## config.mk

```make
export PLATFORM = sky130hd
export DESIGN_NAME = video_timing_480p
export DESIGN_NICKNAME = d
export VERILOG_FILES = /design/src/rtl/video_timing_pkg.sv /design/src/rtl/video_timing_480p_axis.sv /design/src/rtl/video_timing_480p.sv
export SDC_FILE = /design/constraint.sdc
export NUM_CORES = 1
export LEC_CHECK = 0
export CORE_UTILIZATION = 40
export CTS_BUF_LIST = sky130_fd_sc_hd__clkbuf_8
export DETAILED_ROUTE_END_ITERATION = 8
export HOLD_SLACK_MARGIN = 0.12
export PLACE_DENSITY = 0.61
export SLEW_MARGIN = 10
export SYNTH_ARGS = -nofsm -noshare
export SYNTH_HDL_FRONTEND = slang
export SYNTH_SLANG_ARGS = --single-unit
export TNS_END_PERCENT = 20
```

## constraint.sdc

```tcl
create_clock -name PCLK -period 6.2 [get_ports PCLK]
set_input_delay 1.24 -clock PCLK [delete_from_list [all_inputs] [get_ports PCLK]]
set_output_delay 1.24 -clock PCLK [all_outputs]
set_load 0.03 [all_outputs]
```

## src/rtl/video_timing_pkg.sv

```systemverilog
// Shared constants, totals helpers and phase encoding for the 480p raster generator.
package video_timing_pkg;

    // Counter and frame-counter widths seen on the output ports.
    localparam int unsigned CNT_W     = 10;
    localparam int unsigned FRAME_W   = 8;
    localparam int unsigned MAX_TOTAL = 1024;

    // 640x480@60 Hz defaults (800x525 raster at 25.2 MHz).
    localparam int unsigned DEF_H_ACTIVE = 640;
    localparam int unsigned DEF_H_FP     = 16;
    localparam int unsigned DEF_H_SYNC   = 96;
    localparam int unsigned DEF_H_BP     = 48;
    localparam int unsigned DEF_V_ACTIVE = 480;
    localparam int unsigned DEF_V_FP     = 10;
    localparam int unsigned DEF_V_SYNC   = 2;
    localparam int unsigned DEF_V_BP     = 33;

    // Sync polarity: value driven while sync is active.
    localparam logic POL_ACTIVE_LOW  = 1'b0;
    localparam logic POL_ACTIVE_HIGH = 1'b1;
    localparam logic DEF_HS_POL      = POL_ACTIVE_LOW;
    localparam logic DEF_VS_POL      = POL_ACTIVE_LOW;

    // Phase of one raster axis.
    typedef enum logic [1:0] {
        PH_ACT = 2'd0,
        PH_FP  = 2'd1,
        PH_SYN = 2'd2,
        PH_BP  = 2'd3
    } phase_e;

    // Total counts per axis.
    function automatic int unsigned h_total(input int unsigned act, input int unsigned fp,
                                            input int unsigned sync, input int unsigned bp);
        return act + fp + sync + bp;
    endfunction

    function automatic int unsigned v_total(input int unsigned act, input int unsigned fp,
                                            input int unsigned sync, input int unsigned bp);
        return act + fp + sync + bp;
    endfunction

endpackage

```

## src/rtl/video_timing_480p_axis.sv

```systemverilog
// Generic wrap counter for one raster axis with a phase FSM tracking ACT/FP/SYN/BP.
// Outputs are the values the counter and phase will take after the next edge.
module timing_axis_counter
    import video_timing_pkg::*;
#(
    parameter int unsigned ACTIVE = DEF_H_ACTIVE,
    parameter int unsigned FP     = DEF_H_FP,
    parameter int unsigned SYNC   = DEF_H_SYNC,
    parameter int unsigned BP     = DEF_H_BP
) (
    input  logic             clk,
    input  logic             rst_n,
    input  logic             advance,
    input  logic             clear,
    output logic [CNT_W-1:0] count_next_c,
    output phase_e           phase_next_c,
    output logic             wrap_c
);

    localparam int unsigned TOTAL = h_total(ACTIVE, FP, SYNC, BP);

    // Last index of each phase.
    localparam logic [CNT_W-1:0] L_ACT = CNT_W'(ACTIVE - 1);
    localparam logic [CNT_W-1:0] L_FP  = CNT_W'(ACTIVE + FP - 1);
    localparam logic [CNT_W-1:0] L_SYN = CNT_W'(ACTIVE + FP + SYNC - 1);
    localparam logic [CNT_W-1:0] L_BP  = CNT_W'(TOTAL - 1);

    // Every phase needs at least one count for the FSM transitions to be well-formed.
    if (ACTIVE == 0 || FP == 0 || SYNC == 0 || BP == 0) begin : g_zero_chk
        $error("timing_axis_counter: every phase length must be at least 1");
    end

    if (TOTAL > MAX_TOTAL) begin : g_total_chk
        $error("timing_axis_counter: axis total exceeds counter range");
    end

    logic [CNT_W-1:0] count_q, count_d;
    phase_e           phase_q, phase_d;

    // Next count, wrap detect and phase transitions at the last index of each phase.
    always_comb begin
        count_d = count_q;
        phase_d = phase_q;
        wrap_c  = advance && !clear && (count_q == L_BP);
        if (clear) begin
            count_d = '0;
            phase_d = PH_ACT;
        end else if (advance) begin
            count_d = wrap_c ? '0 : count_q + CNT_W'(1);
            case (phase_q)
                PH_ACT:  if (count_q == L_ACT) phase_d = PH_FP;
                PH_FP:   if (count_q == L_FP)  phase_d = PH_SYN;
                PH_SYN:  if (count_q == L_SYN) phase_d = PH_BP;
                PH_BP:   if (count_q == L_BP)  phase_d = PH_ACT;
                default: phase_d = PH_ACT;
            endcase
        end
    end

    // Count and phase state.
    always_ff @(posedge clk or negedge rst_n) begin
        if (!rst_n) begin
            count_q <= '0;
            phase_q <= PH_ACT;
        end else begin
            count_q <= count_d;
            phase_q <= phase_d;
        end
    end

    assign count_next_c = count_d;
    assign phase_next_c = phase_d;

endmodule

```

## src/rtl/video_timing_480p.sv

```systemverilog
// 640x480@60 raster timing generator: syncs, data-enable, coordinates and strobes,
// all registered and decoded from next-state counter values so they line up with X/Y.
module video_timing_480p
    import video_timing_pkg::*;
#(
    parameter int unsigned H_ACTIVE = DEF_H_ACTIVE,
    parameter int unsigned H_FP     = DEF_H_FP,
    parameter int unsigned H_SYNC   = DEF_H_SYNC,
    parameter int unsigned H_BP     = DEF_H_BP,
    parameter int unsigned V_ACTIVE = DEF_V_ACTIVE,
    parameter int unsigned V_FP     = DEF_V_FP,
    parameter int unsigned V_SYNC   = DEF_V_SYNC,
    parameter int unsigned V_BP     = DEF_V_BP,
    parameter logic        HS_POL   = DEF_HS_POL,
    parameter logic        VS_POL   = DEF_VS_POL
) (
    input  logic               PCLK,
    input  logic               RESET_n,
    input  logic               LOCK,
    output logic               HSYNC,
    output logic               VSYNC,
    output logic               DE,
    output logic [CNT_W-1:0]   X,
    output logic [CNT_W-1:0]   Y,
    output logic               LINE_START,
    output logic               FRAME_START,
    output logic [FRAME_W-1:0] FRAME_CNT
);

    localparam int unsigned H_TOTAL = h_total(H_ACTIVE, H_FP, H_SYNC, H_BP);
    localparam int unsigned V_TOTAL = v_total(V_ACTIVE, V_FP, V_SYNC, V_BP);

    if (H_TOTAL > MAX_TOTAL || V_TOTAL > MAX_TOTAL) begin : g_total_chk
        $error("video_timing_480p: raster total exceeds 1024");
    end

    logic               run_q, run_d;
    logic [CNT_W-1:0]   x_q, x_d;
    logic [CNT_W-1:0]   y_q, y_d;
    logic               de_q, de_d;
    logic               hsync_q, hsync_d;
    logic               vsync_q, vsync_d;
    logic               line_start_q, line_start_d;
    logic               frame_start_q, frame_start_d;
    logic [FRAME_W-1:0] frame_cnt_q, frame_cnt_d;

    logic [CNT_W-1:0]   h_cnt_next_c, v_cnt_next_c;
    phase_e             h_phase_next_c, v_phase_next_c;
    logic               h_wrap_c, v_wrap_c;

    // Horizontal axis: advances every clock once running; held at 0 while LOCK is low.
    timing_axis_counter #(
        .ACTIVE (H_ACTIVE),
        .FP     (H_FP),
        .SYNC   (H_SYNC),
        .BP     (H_BP)
    ) u_h_axis (
        .clk          (PCLK),
        .rst_n        (RESET_n),
        .advance      (run_q),
        .clear        (~LOCK),
        .count_next_c (h_cnt_next_c),
        .phase_next_c (h_phase_next_c),
        .wrap_c       (h_wrap_c)
    );

    // Vertical axis: advances on each line wrap.
    timing_axis_counter #(
        .ACTIVE (V_ACTIVE),
        .FP     (V_FP),
        .SYNC   (V_SYNC),
        .BP     (V_BP)
    ) u_v_axis (
        .clk          (PCLK),
        .rst_n        (RESET_n),
        .advance      (h_wrap_c),
        .clear        (~LOCK),
        .count_next_c (v_cnt_next_c),
        .phase_next_c (v_phase_next_c),
        .wrap_c       (v_wrap_c)
    );

    // Output decode from next-state values; everything idles while not running.
    always_comb begin
        run_d       = LOCK;
        x_d         = h_cnt_next_c;
        y_d         = v_cnt_next_c;
        frame_cnt_d = frame_cnt_q;
        if (!LOCK) begin
            frame_cnt_d = '0;
        end else if (v_wrap_c) begin
            frame_cnt_d = frame_cnt_q + FRAME_W'(1);
        end
        de_d          = run_d && (h_phase_next_c == PH_ACT) && (v_phase_next_c == PH_ACT);
        hsync_d       = (run_d && (h_phase_next_c == PH_SYN)) ? HS_POL : ~HS_POL;
        vsync_d       = (run_d && (v_phase_next_c == PH_SYN)) ? VS_POL : ~VS_POL;
        line_start_d  = run_d && (x_d == '0);
        frame_start_d = line_start_d && (y_d == '0);
    end

    // Run flag and registered outputs.
    always_ff @(posedge PCLK or negedge RESET_n) begin
        if (!RESET_n) begin
            run_q         <= 1'b0;
            x_q           <= '0;
            y_q           <= '0;
            de_q          <= 1'b0;
            hsync_q       <= ~HS_POL;
            vsync_q       <= ~VS_POL;
            line_start_q  <= 1'b0;
            frame_start_q <= 1'b0;
            frame_cnt_q   <= '0;
        end else begin
            run_q         <= run_d;
            x_q           <= x_d;
            y_q           <= y_d;
            de_q          <= de_d;
            hsync_q       <= hsync_d;
            vsync_q       <= vsync_d;
            line_start_q  <= line_start_d;
            frame_start_q <= frame_start_d;
            frame_cnt_q   <= frame_cnt_d;
        end
    end

    assign HSYNC       = hsync_q;
    assign VSYNC       = vsync_q;
    assign DE          = de_q;
    assign X           = x_q;
    assign Y           = y_q;
    assign LINE_START  = line_start_q;
    assign FRAME_START = frame_start_q;
    assign FRAME_CNT   = frame_cnt_q;

endmodule

```

==> results of run 1 <==
-- sequential cells by signal, indices dropped and copies added (netlist names), 2 cells and up --
register	flops
u_v_axis.phase_q	2
u_v_axis.count_q	10
u_h_axis.phase_q	2
FRAME_CNT	8
u_h_axis.count_q	10
-- layout by cell type, fill, tap and decap left out, types with 2 or more instances in the layout --
cell type,instances
a21boi_0,2
a21oi_1,4
a31o_2,2
a31oi_1,4
and2_1,5
and3_1,5
and3b_2,3
and4_1,3
and4b_1,2
clkbuf_8,5
clkdlybuf4s50_1,34
clkinvlp_4,2
dfrtp_1,36
dfstp_2,2
ha_1,5
inv_1,8
mux2i_1,3
nand2_1,21
nand3_1,11
nand4_1,13
nor2_1,29
nor2b_1,2
nor3_1,7
nor3b_1,2
nor4b_1,2
o21ai_0,8
or2_2,2
or3_1,3
or4_1,2
xnor2_1,18
xor2_1,8
-- metrics by stage --
step           power [W]  setup slack (ns)
6_report        0.000499              2.67
5_1_grt         0.000521              2.40
4_1_cts         0.000507              2.63
3_5_place_dp    0.000290              2.32
3_3_place_gp    0.000291              2.42
2_1_floorplan   0.000277              3.51
-- worst max-delay path by stage --
stage | cells after the start | end | slack, ns | from
global placement | 6 | DE | 2.42 | LOCK
CTS | 6 | DE | 2.63 | LOCK
floorplan | 6 | FRAME_START | 3.51 | LOCK
finish | 6 | DE | 2.67 | LOCK
global route | 6 | DE | 2.40 | LOCK
detailed placement | 6 | DE | 2.32 | LOCK
-- cells by family after synthesis --
kind of cell               after synthesis  share of synthesized area
adders and majority gates                5                     0.0266
muxes                                    3                     0.0128
DFF                                     38                      0.406
AOI/OAI and AO/OA                       29                     0.0836
and+or+nand+nor                        123                      0.308
buffers and inverters                   26                     0.0671
xor gates and xnor gates                26                     0.0969
-- metal layers --
| layer | vias to the layer above | part of all wire |
|---|---|---|
| li1 | 923 | - |
| met1 | 912 | 0.50 |
| met2 | 43 | 0.45 |
| met3 | 7 | 0.038 |
| met4 | 0 | 0.014 |
| met5 | - | 0 |
-- layout make-up --
class                   count  share of cell area
clock inverters             3              0.0162
inverters                   9              0.0122
well taps                  72              0.0324
multi-input cells         186               0.447
flip-flops and latches     38               0.343
clock buffers               5              0.0248
repair buffers             35               0.124
-- power breakdown --
part           internal, W  switching (W)   total, W
clock             0.000120      0.0000945   0.000214
combinational    0.0000105      0.0000201  0.0000306
sequential        0.000251     0.00000329   0.000254
total             0.000381       0.000118   0.000499
-- worst max-delay path, stage by stage --
cell and delay, ns:
clkdlybuf4s50_1 0.92, clkinv_1 0.44, nor2_1 0.52, nand2_1 0.12
o2bb2ai_1 0.24, nor4b_1 0.24
==> metrics.md, run 1 <==
| Metric | Value |
|---|---|
| Outcome | finished clean |
| Maximum count of clock buffers along a single path | 2 |
| DIE HEIGHT | 78.7 um |
| Total number of vias | 1,885 |
| Post-Synthesis Cell Area | 2350 um2 |
| Flop2flop setup slack | 3.57 ns |
| # setup viols final | 0 |
| Number of global-route vias before repair | 1,772 |
| Most common flop cell mapped by yosys | dfrtp_1 |
| Final standard cell utilization of the core | 0.498 |
| Final cell area excluding filler cells | 2780 um2 |
| Standard cell area after detailed placement | 2660 um2 |
| Number of enable-type register cells in the synthesized netlist | 0 |
| Boundary pin count | 36 |
| First-pass GRT wire length | 8.76 mm |
| Buffer count from post-CTS setup fixing | 0 |
| TritonCTS clock tree | built |
| Worst reg-to-reg path cell count | 7 |
| Hold-fix buffers at CTS | 0 |
| Cell Count Post-Placement | 340 |
| Post-synthesis cell count | 250 |
| Top post-synthesis cells by area | dfrtp_1 38%, xnor2_1 6.7%, nor2_1 4.6% |
| Global routing met3 resource utilization | 0.0360 |
| Cell at the root of the clock tree | clkbuf_8 |
| Slew headroom | 0.438 |
| Avg Inst Size Synth | 9.40 um2 |
| Req. time, crit path | 6.40 ns |
| Maximum fanout encountered on the critical timing path | 21 |
| Nets | 283 |
| WHS | 0.578 ns |
| Unrepaired setup endpoints after global routing | no |
| Worst hold path stage count | 2 |
| Initial antenna violation count | 0 |
| Number of buffers created by CTS | 5 |
| Register cell area after layout | 953 um2 |
| Yosys warning count | 0 |
| Nets in the synthesized netlist | 258 |
| Launch point of the worst hold path | FRAME_CNT[7] |
| Number of detailed-routing iterations run before antenna repair | 4 |
| Final non-filler cell total | 348 |
| End of the worst register-to-register path | FRAME_START |
| Final routed DRC violation total | 0 |
| Width of the chip | 78.7 um |
| Shortest clock period the worst path allows after layout | 3.53 ns |
| Endpoint arrival time on the critical path | 3.73 ns |
| Depth of the CTS H-tree | 2 |
| Met1 track utilization from global routing | 0.270 |
| Top cell type's share of synthesized area | 0.383 |
| Largest net degree at the start of global routing | 39 |
| Least-Margin Pin Slew | 0.843 ns |
| Largest vdd supply drop | 0.114 mV |
| Starting Density | 0.422 |
| Worst Setup Path Type | in2reg |
| Cell accounting for the most synthesized area | dfrtp_1 |
| Final hold violation count | 0 |
| #FFs+latches synth | 38 |
| Routed wire length per instance | 14.7 um |
| Category of the worst setup path launch point | input port |
| Number of buffer cells added on primary ports | 35 |
| Clk_skew | 0.00803 ns |
| Critical Path End Type | flip-flop |
| Worst Hold Endpoint | FRAME_CNT[7] |
| Fraction of final layout cells sized beyond drive strength 1 | 0.0978 |
| Total gr overflow | 0 |
| Antenna diode instance count | 0 |
| Synth unique cells | 55 |
| Die area | 6190 um2 |
| Sequential cell area fraction in the yosys report | 0.406 |
| Static Leak | 1.15 nW |
| Proportion of synthesized flip-flops having asynchronous set or reset | 1.00 |
| Max-slew violation count | 0 |
| Max-cap violations | 0 |
| Dominant cell by count in the synthesized netlist | dfrtp_1 |
| Most used standard cells in the synthesized netlist | 36 x dfrtp_1, 29 x nor2_1, 21 x nand2_1 |
| Area used by multi-input combinational logic | 1240 um2 |
| Post-Route WL | 5.11 mm |
| Initial detailed-routing violation count | 185 |
| Final GP Congestion | 0.781 |
| Pwr dens | 180 nW/um2 |
| Clock slew seen by the registers of the worst setup and hold paths | 0.08 ns |
| Total of cells resized after clock tree synthesis | 0 |
| Period Utilization, post-route | 0.569 |
| Final HPWL DP | 3.54 mm |
| Fillers | 545 |
| Total negative slack for setup checks | 0 ns |
| Global routing's busiest layer | met1 |
| Vias per cell | 5.42 |
| Sink Count | 38 |
| Area grow syn2layout | 18.1% |
| Worst reg2reg startpoint | u_h_axis.count_q[0] |
| Met2 capacity usage during global routing | 0.266 |
| Fmax | 0.284 GHz |
| GRT Overall Usage | 0.185 |
| Detail Route Antenna Nets | 0 |
| FP Rows | 27 |
| Classification of the worst-slack hold path | reg2reg |
| Core box area | 5570 um2 |
| Clock latency reported for the late side of the worst-skew pair | 0.30 ns |
(Power assumes the default switching activity.)
==> run 2, diff against run 1 <==
- clock period: 6.2 -> 3.36 ns (I/O delays scaled with it)
==> run 2 against run 1 <==
Net effect: final cell count grew 0.57%; register-to-register slack lost 2.8 ns; clock-buffer cell count unchanged; power grew 84%; critical path depth is 1 higher; clock skew about the same; critical path type is now reg2reg.
==> metrics.md, run 2 (same netlist as run 1, synthesis figures left out) <==
| Metric | Value |
|---|---|
| Core box area | 5570 um2 (unchanged) |
| Req. time, crit path | 3.57 ns (-2.83 ns) |
| DIE HEIGHT | 78.7 um (unchanged) |
| Max-cap violations | 0 (unchanged) |
| Slew headroom | 0.434 (-0.00422) |
| Final hold violation count | 0 (unchanged) |
| Internal cell power | 0.000702 W (+84%) |
| Max-slew violation count | 0 (unchanged) |
| Endpoint arrival time on the critical path | 2.84 ns (-0.89 ns) |
| Hold-fix buffers at CTS | 0 (unchanged) |
| Number of buffers created by CTS | 5 (unchanged) |
| Antenna diode instance count | 0 (unchanged) |
| Stage delay of the slowest cell on the critical path | 0.54 ns (-0.38 ns) |
| Unrepaired setup endpoints after global routing | no |
| Fraction of final layout cells sized beyond drive strength 1 | 0.104 (+0.00649) |
| Least-Margin Pin Slew | 0.850 ns (+0.00633 ns) |
| Period Utilization, post-route | 0.784 |
| Clk_skew | 0.00793 ns (-0.000102 ns) |
| Detail Route Antenna Nets | 0 (unchanged) |
| Total of cells resized after clock tree synthesis | 0 (unchanged) |
| Total number of vias | 1,887 (+0.11%) |
| Fmax | 0.380 GHz |
| Sink Count | 38 (unchanged) |
| Final non-filler cell total | 350 (+0.57%) |
| Vias per cell | 5.39 (-0.47%) |
| Met1 track utilization from global routing | 0.254 (-0.0155) |
| Final GP Congestion | 0.839 (+7.5%) |
| Initial antenna violation count | 0 (unchanged) |
| Flop2flop setup slack | 0.72 ns (-2.85 ns) |
| GRT Overall Usage | 0.185 (-0.000607) |
| Fraction of power consumed by sequential logic | 0.512 (+0.003) |
| Nets | 285 (+0.71%) |
| Share of total power in the clock network | 0.425 (-0.004) |
| Initial detailed-routing violation count | 138 (-25%) |
| Number of buffer cells added on primary ports | 35 (unchanged) |
| Final cell area excluding filler cells | 2790 um2 (+0.36%) |
| Maximum count of clock buffers along a single path | 2 (unchanged) |
| Cell Count Post-Placement | 342 (+0.59%) |
| Pwr dens | 329 nW/um2 (+83%) |
| Switching power of the nets | 0.000215 W (+82%) |
| Area grow syn2layout | 18.5% |
| Commonest cells after routing, fill and taps aside | 36 x dfrtp_1, 34 x clkdlybuf4s50_1, 29 x nor2_1, 21 x nand2_1, 18 x xnor2_1 |
| Width of the chip | 78.7 um (unchanged) |
| First-pass GRT wire length | 8.88 mm (+1.4%) |
| # setup viols final | 0 (unchanged) |
| Shortest clock period the worst path allows after layout | 2.64 ns |
| Clock slew seen by the registers of the worst setup and hold paths | 0.08 ns (about the same) |
| Largest vdd supply drop | 0.157 mV (+38%) |
| Global routing's busiest layer | met2 |
| Slowest CP cell | or4b_1 |
| Worst path cell trace | ha_1 -> and4_4 -> nand4_4 -> nor4_4 -> mux2i_1 -> or4b_1 -> a221oi_2 |
| Worst reg2reg startpoint | u_h_axis.count_q[0] |
| Number of global-route vias before repair | 1,794 (+1.2%) |
| Outcome | finished clean |
| Buffer count from post-CTS setup fixing | 0 (unchanged) |
| Post-Route WL | 5.08 mm (-0.51%) |
| Combinational share of power | 0.063 (+0.002) |
| Leading cell type in the layout, fill and taps excluded | dfrtp_1 |
| Global routing met3 resource utilization | 0.0500 (+0.0140) |
| Static Leak | 1.17 nW (+1.5%) |
| Largest net degree at the start of global routing | 39 (unchanged) |
| Number of detailed-routing iterations run before antenna repair | 4 (unchanged) |
| Final routed DRC violation total | 0 (unchanged) |
| Starting Density | 0.422 (unchanged) |
| Met2 capacity usage during global routing | 0.281 (+0.0148) |
| TritonCTS clock tree | built |
| End of the worst register-to-register path | FRAME_START |
| Depth of the CTS H-tree | 2 (unchanged) |
| Switching part of the total power | 0.234 (-0.00213) |
| Worst Setup Path Type | reg2reg |
| Power after layout | 0.000916 W (+84%) |
| Standard cell area after detailed placement | 2680 um2 (+0.56%) |
| Worst reg-to-reg path cell count | 7 (unchanged) |
| Clock latency reported for the late side of the worst-skew pair | 0.30 ns (about the same) |
| Category of the worst setup path launch point | flip-flop |
| Die area | 6190 um2 (unchanged) |
| Cell at the root of the clock tree | clkbuf_8 |
| Maximum fanout encountered on the critical timing path | 10 (-52%) |
| Boundary pin count | 36 (unchanged) |
| Routed wire length per instance | 14.5 um (-1.1%) |
| Critical Path End Type | flip-flop |
| Classification of the worst-slack hold path | in2async |
| Total negative slack for setup checks | 0 ns (unchanged) |
| Total gr overflow | 0 (unchanged) |
| FP Rows | 27 (unchanged) |
| Final HPWL DP | 3.56 mm (+0.60%) |
-- run 2: cell types whose count changed in the layout (fill, tap and decap cells not counted), sizes merged --
cell,previous run,this run
buf,1,3
clkinv,1,3
clkinvlp,2,0
-- run 2: worst max-delay path: cells and delay by family, from the launching register on --
family                     cells  cell delay [ns]
adders and majority gates      1             0.31
AOI/OAI and AO/OA              1             0.22
DFF                            1             0.45
and+or+nand+nor                4             1.46
muxes                          1             0.12
-- run 2: cell type report --
| type | instances | area, um2 |
|---|---|---|
| Clock buffer | 5 | 68.8 |
| Clock inverter | 3 | 40.0 |
| Fill cell | 550 | 2790 |
| Inverter | 9 | 33.8 |
| Multi-Input combinational cell | 186 | 1240 |
| Sequential cell | 38 | 953 |
| Tap cell | 72 | 90.1 |
| Timing Repair Buffer | 37 | 360 |
-- run 2: per-layer routing --
layer,vias up,part of all wire
met5,-,0
met4,0,0.0079
met3,4,0.056
met2,54,0.45
met1,899,0.49
li1,930,-
-- run 2: power by group through the flow --
| stage | sequential (W) | clock, W | combinational (W) |
|---|---|---|---|
| after detailed placement | 0.000478 | 0 | 0.0000588 |
| after CTS | 0.000469 | 0.000400 | 0.0000595 |
| after floorplan | 0.000486 | 0 | 0.0000250 |
| final | 0.000469 | 0.000390 | 0.0000576 |
| after global placement | 0.000478 | 0 | 0.0000589 |
| after global routing | 0.000470 | 0.000421 | 0.0000645 |
-- run 2: worst max-delay path by stage --
| stage | start | to | slack [ns] | cells past startpoint |
|---|---|---|---|---|
| 2_1_floorplan | u_h_axis.count_q[0] | FRAME_START | 0.69 | 8 |
| 3_3_place_gp | LOCK | FRAME_START | 0.67 | 6 |
| 5_1_grt | u_h_axis.count_q[0] | FRAME_START | 0.50 | 7 |
| 6_report | u_h_axis.count_q[0] | FRAME_START | 0.72 | 7 |
| 3_5_place_dp | LOCK | FRAME_START | 0.64 | 6 |
| 4_1_cts | u_h_axis.count_q[0] | FRAME_START | 0.70 | 7 |
-- run 2: stage by stage --
step	setup WS [ns]	hold slack, ns	utilization
after global placement	0.673	0.554	0.480
final	0.725	0.475	0.500
after global routing	0.503	0.559	0.500
after floorplan	0.691	0.376	-
after detailed placement	0.638	0.575	0.480
after CTS	0.702	0.519	0.500
==> run 3, diff against run 2 <==
- clock period: 3.36 -> 2.6 ns (I/O delays scaled with it)
==> run 3 against run 2 <==
Net effect: critical endpoint unchanged; critical path type unchanged; largest cell class unchanged; utilization rose by 2.6 points; fmax grew 12%; sequential share of layout area fell by 1.6 points.
==> metrics.md, run 3 (same netlist as run 1, synthesis figures left out) <==
| Metric | Value |
|---|---|
| Area grow syn2layout | 24.6% |
| Final cell area excluding filler cells | 2930 um2 (+5.1%) |
| Final GP Congestion | 0.878 (+4.7%) |
| Fraction of final layout cells sized beyond drive strength 1 | 0.166 (+0.0612) |
| First-pass GRT wire length | 9.13 mm (+2.8%) |
| End of the worst register-to-register path | FRAME_START |
| Register cell area after layout | 956 um2 (+0.26%) |
| Category of the worst setup path launch point | flip-flop |
| Number of buffer cells added on primary ports | 35 (unchanged) |
| Clock latency reported for the late side of the worst-skew pair | 0.30 ns (about the same) |
| Commonest cells after routing, fill and taps aside | 34 x dfrtp_1, 34 x clkdlybuf4s50_1, 29 x nor2_1, 21 x nand2_1, 20 x buf_4 |
| Nets | 303 (+6.3%) |
| Number of buffers and inverters on the critical path | 0 (unchanged) |
| Starting Density | 0.422 (unchanged) |
| Worst reg-to-reg path cell count | 7 (unchanged) |
| Area used by multi-input combinational logic | 1240 um2 (unchanged) |
| Slowest CP cell | or4b_1 |
| Boundary pin count | 36 (unchanged) |
| Static Leak | 1.25 nW (+7.2%) |
| Critical Path End Type | flip-flop |
| Largest vdd supply drop | 0.267 mV (+70%) |
| Depth of the CTS H-tree | 2 (unchanged) |
| Number of global-route vias before repair | 1,816 (+1.2%) |
| Classification of the worst-slack hold path | in2async |
| Routed wire length per instance | 14.6 um (+0.84%) |
| Logic depth of the worst setup path including buffers | 7 (unchanged) |
| DIE HEIGHT | 78.7 um (unchanged) |
| Number of buffers created by CTS | 5 (unchanged) |
| Family of cells with the greatest summed delay on the critical path | simple AND/OR/NAND/NOR gates |
| Req. time, crit path | 2.81 ns (-0.76 ns) |
| Cell at the root of the clock tree | clkbuf_8 |
| Clk_skew | 0.00911 ns (+0.00118 ns) |
| Final HPWL DP | 3.87 mm (+8.7%) |
| Maximum fanout encountered on the critical timing path | 8 (-2) |
| Largest net degree at the start of global routing | 39 (unchanged) |
| Initial detailed-routing violation count | 147 (+6.5%) |
| Total number of vias | 1,976 (+4.7%) |
| Total gr overflow | 0 (unchanged) |
| Post-Route WL | 5.39 mm (+6.0%) |
| Worst reg2reg startpoint | u_h_axis.count_q[0] |
| Detail Route Antenna Nets | 0 (unchanged) |
| Hold-fix buffers at CTS | 0 (unchanged) |
| Period Utilization, post-route | 0.909 (+0.125) |
| Core box area | 5570 um2 (unchanged) |
| Shortest clock period the worst path allows after layout | 2.36 ns (-0.272 ns) |
| Buffer count from post-CTS setup fixing | 0 (unchanged) |
| Final hold violation count | 0 (unchanged) |
| Outcome | finished clean |
| CP Launch Point | u_h_axis.count_q[0] |
| Total negative slack for setup checks | 0 ns (unchanged) |
| Fillers | 513 (-6.7%) |
| Width of the chip | 78.7 um (unchanged) |
| GRT Overall Usage | 0.192 (+0.00754) |
| Flop2flop setup slack | 0.24 ns (-0.49 ns) |
| Slew headroom | 0.422 (-0.0121) |
| Number of detailed-routing iterations run before antenna repair | 4 (unchanged) |
| Clock slew seen by the registers of the worst setup and hold paths | 0.08 ns (about the same) |
| Worst path cell trace | ha_1 -> and4_4 -> and4_2 -> a311oi_1 -> a31oi_1 -> or4b_1 -> a221oi_2 |
| Capture point of the worst path | FRAME_START |
| Fmax | 0.423 GHz (+12%) |
| Die area | 6190 um2 (unchanged) |
| Stage delay of the slowest cell on the critical path | 0.56 ns (+0.02 ns) |
| Standard cell area after detailed placement | 2820 um2 (+5.1%) |
| Initial antenna violation count | 0 (unchanged) |
| Least-Margin Pin Slew | 0.868 ns (+0.0181 ns) |
| Total of cells resized after clock tree synthesis | 0 (unchanged) |
| Sink Count | 38 (unchanged) |
| Vias per cell | 5.37 (-0.41%) |
| Endpoint arrival time on the critical path | 2.58 ns (-0.26 ns) |
| # setup viols final | 0 (unchanged) |
| Antenna diode instance count | 0 (unchanged) |
| Max-slew violation count | 0 (unchanged) |
| TritonCTS clock tree | built |
| FP Rows | 27 (unchanged) |
| Final routed DRC violation total | 0 (unchanged) |
| Unrepaired setup endpoints after global routing | no |
| Pwr dens | 411 nW/um2 (+25%) |
| Max-cap violations | 0 (unchanged) |
| Worst Setup Path Type | reg2reg |
| Maximum count of clock buffers along a single path | 2 (unchanged) |
run 3: cell count changes in the layout (fill, tap and decap cells not counted):
cell        previous run  this run
clkinvlp_4             0         2
dfrtp_2                0         2
buf_4                  2        20
dfrtp_1               36        34
clkinv_2               2         0
run 3: final cells by class:
| type | instances | share of cell area |
|---|---|---|
| clock inverters | 3 | 0.0154 |
| repair buffers | 55 | 0.169 |
| inverters | 9 | 0.0115 |
| well taps | 72 | 0.0308 |
| clock buffers | 5 | 0.0235 |
| multi-input cells | 186 | 0.423 |
| flip-flops and latches | 38 | 0.326 |
run 3: how the worst min path moves through the flow:
stage	to	slack (ns)
after floorplan	DE	0.22
after global placement	FRAME_CNT[7]	0.55
after detailed placement	FRAME_CNT[7]	0.56
after CTS	FRAME_CNT[7]	0.36
after global routing	FRAME_CNT[1]	0.39
final	FRAME_CNT[7]	0.33
run 3: power by group:
part	leakage [nW]	internal (W)	switching (W)
sequential	0.514	0.000599	0.00000605
combinational	0.690	0.0000299	0.0000518
clock	0.0504	0.000285	0.000232
total	1.25	0.000914	0.000290
run 3: through the flow:
stage          std cells  hold slack, ns   util  total power [W]  setup WS, ns
3_5_place_dp         360           0.562  0.505         0.000698         0.108
4_1_cts              368           0.355  0.525          0.00122         0.248
6_report             368           0.329  0.525          0.00120         0.237
5_1_grt              368           0.386  0.525          0.00126         0.134
3_3_place_gp         360           0.551  0.505         0.000699         0.152
2_1_floorplan        250           0.224      -         0.000661        0.0497
run 3: metal layers:
metal	vias to the layer above	global-route usage	wire length, um
met5	-	0	0
met4	0	0.0630	80
met3	8	0.0395	314
met2	65	0.302	2440
met1	936	0.263	2550
li1	967	-	-
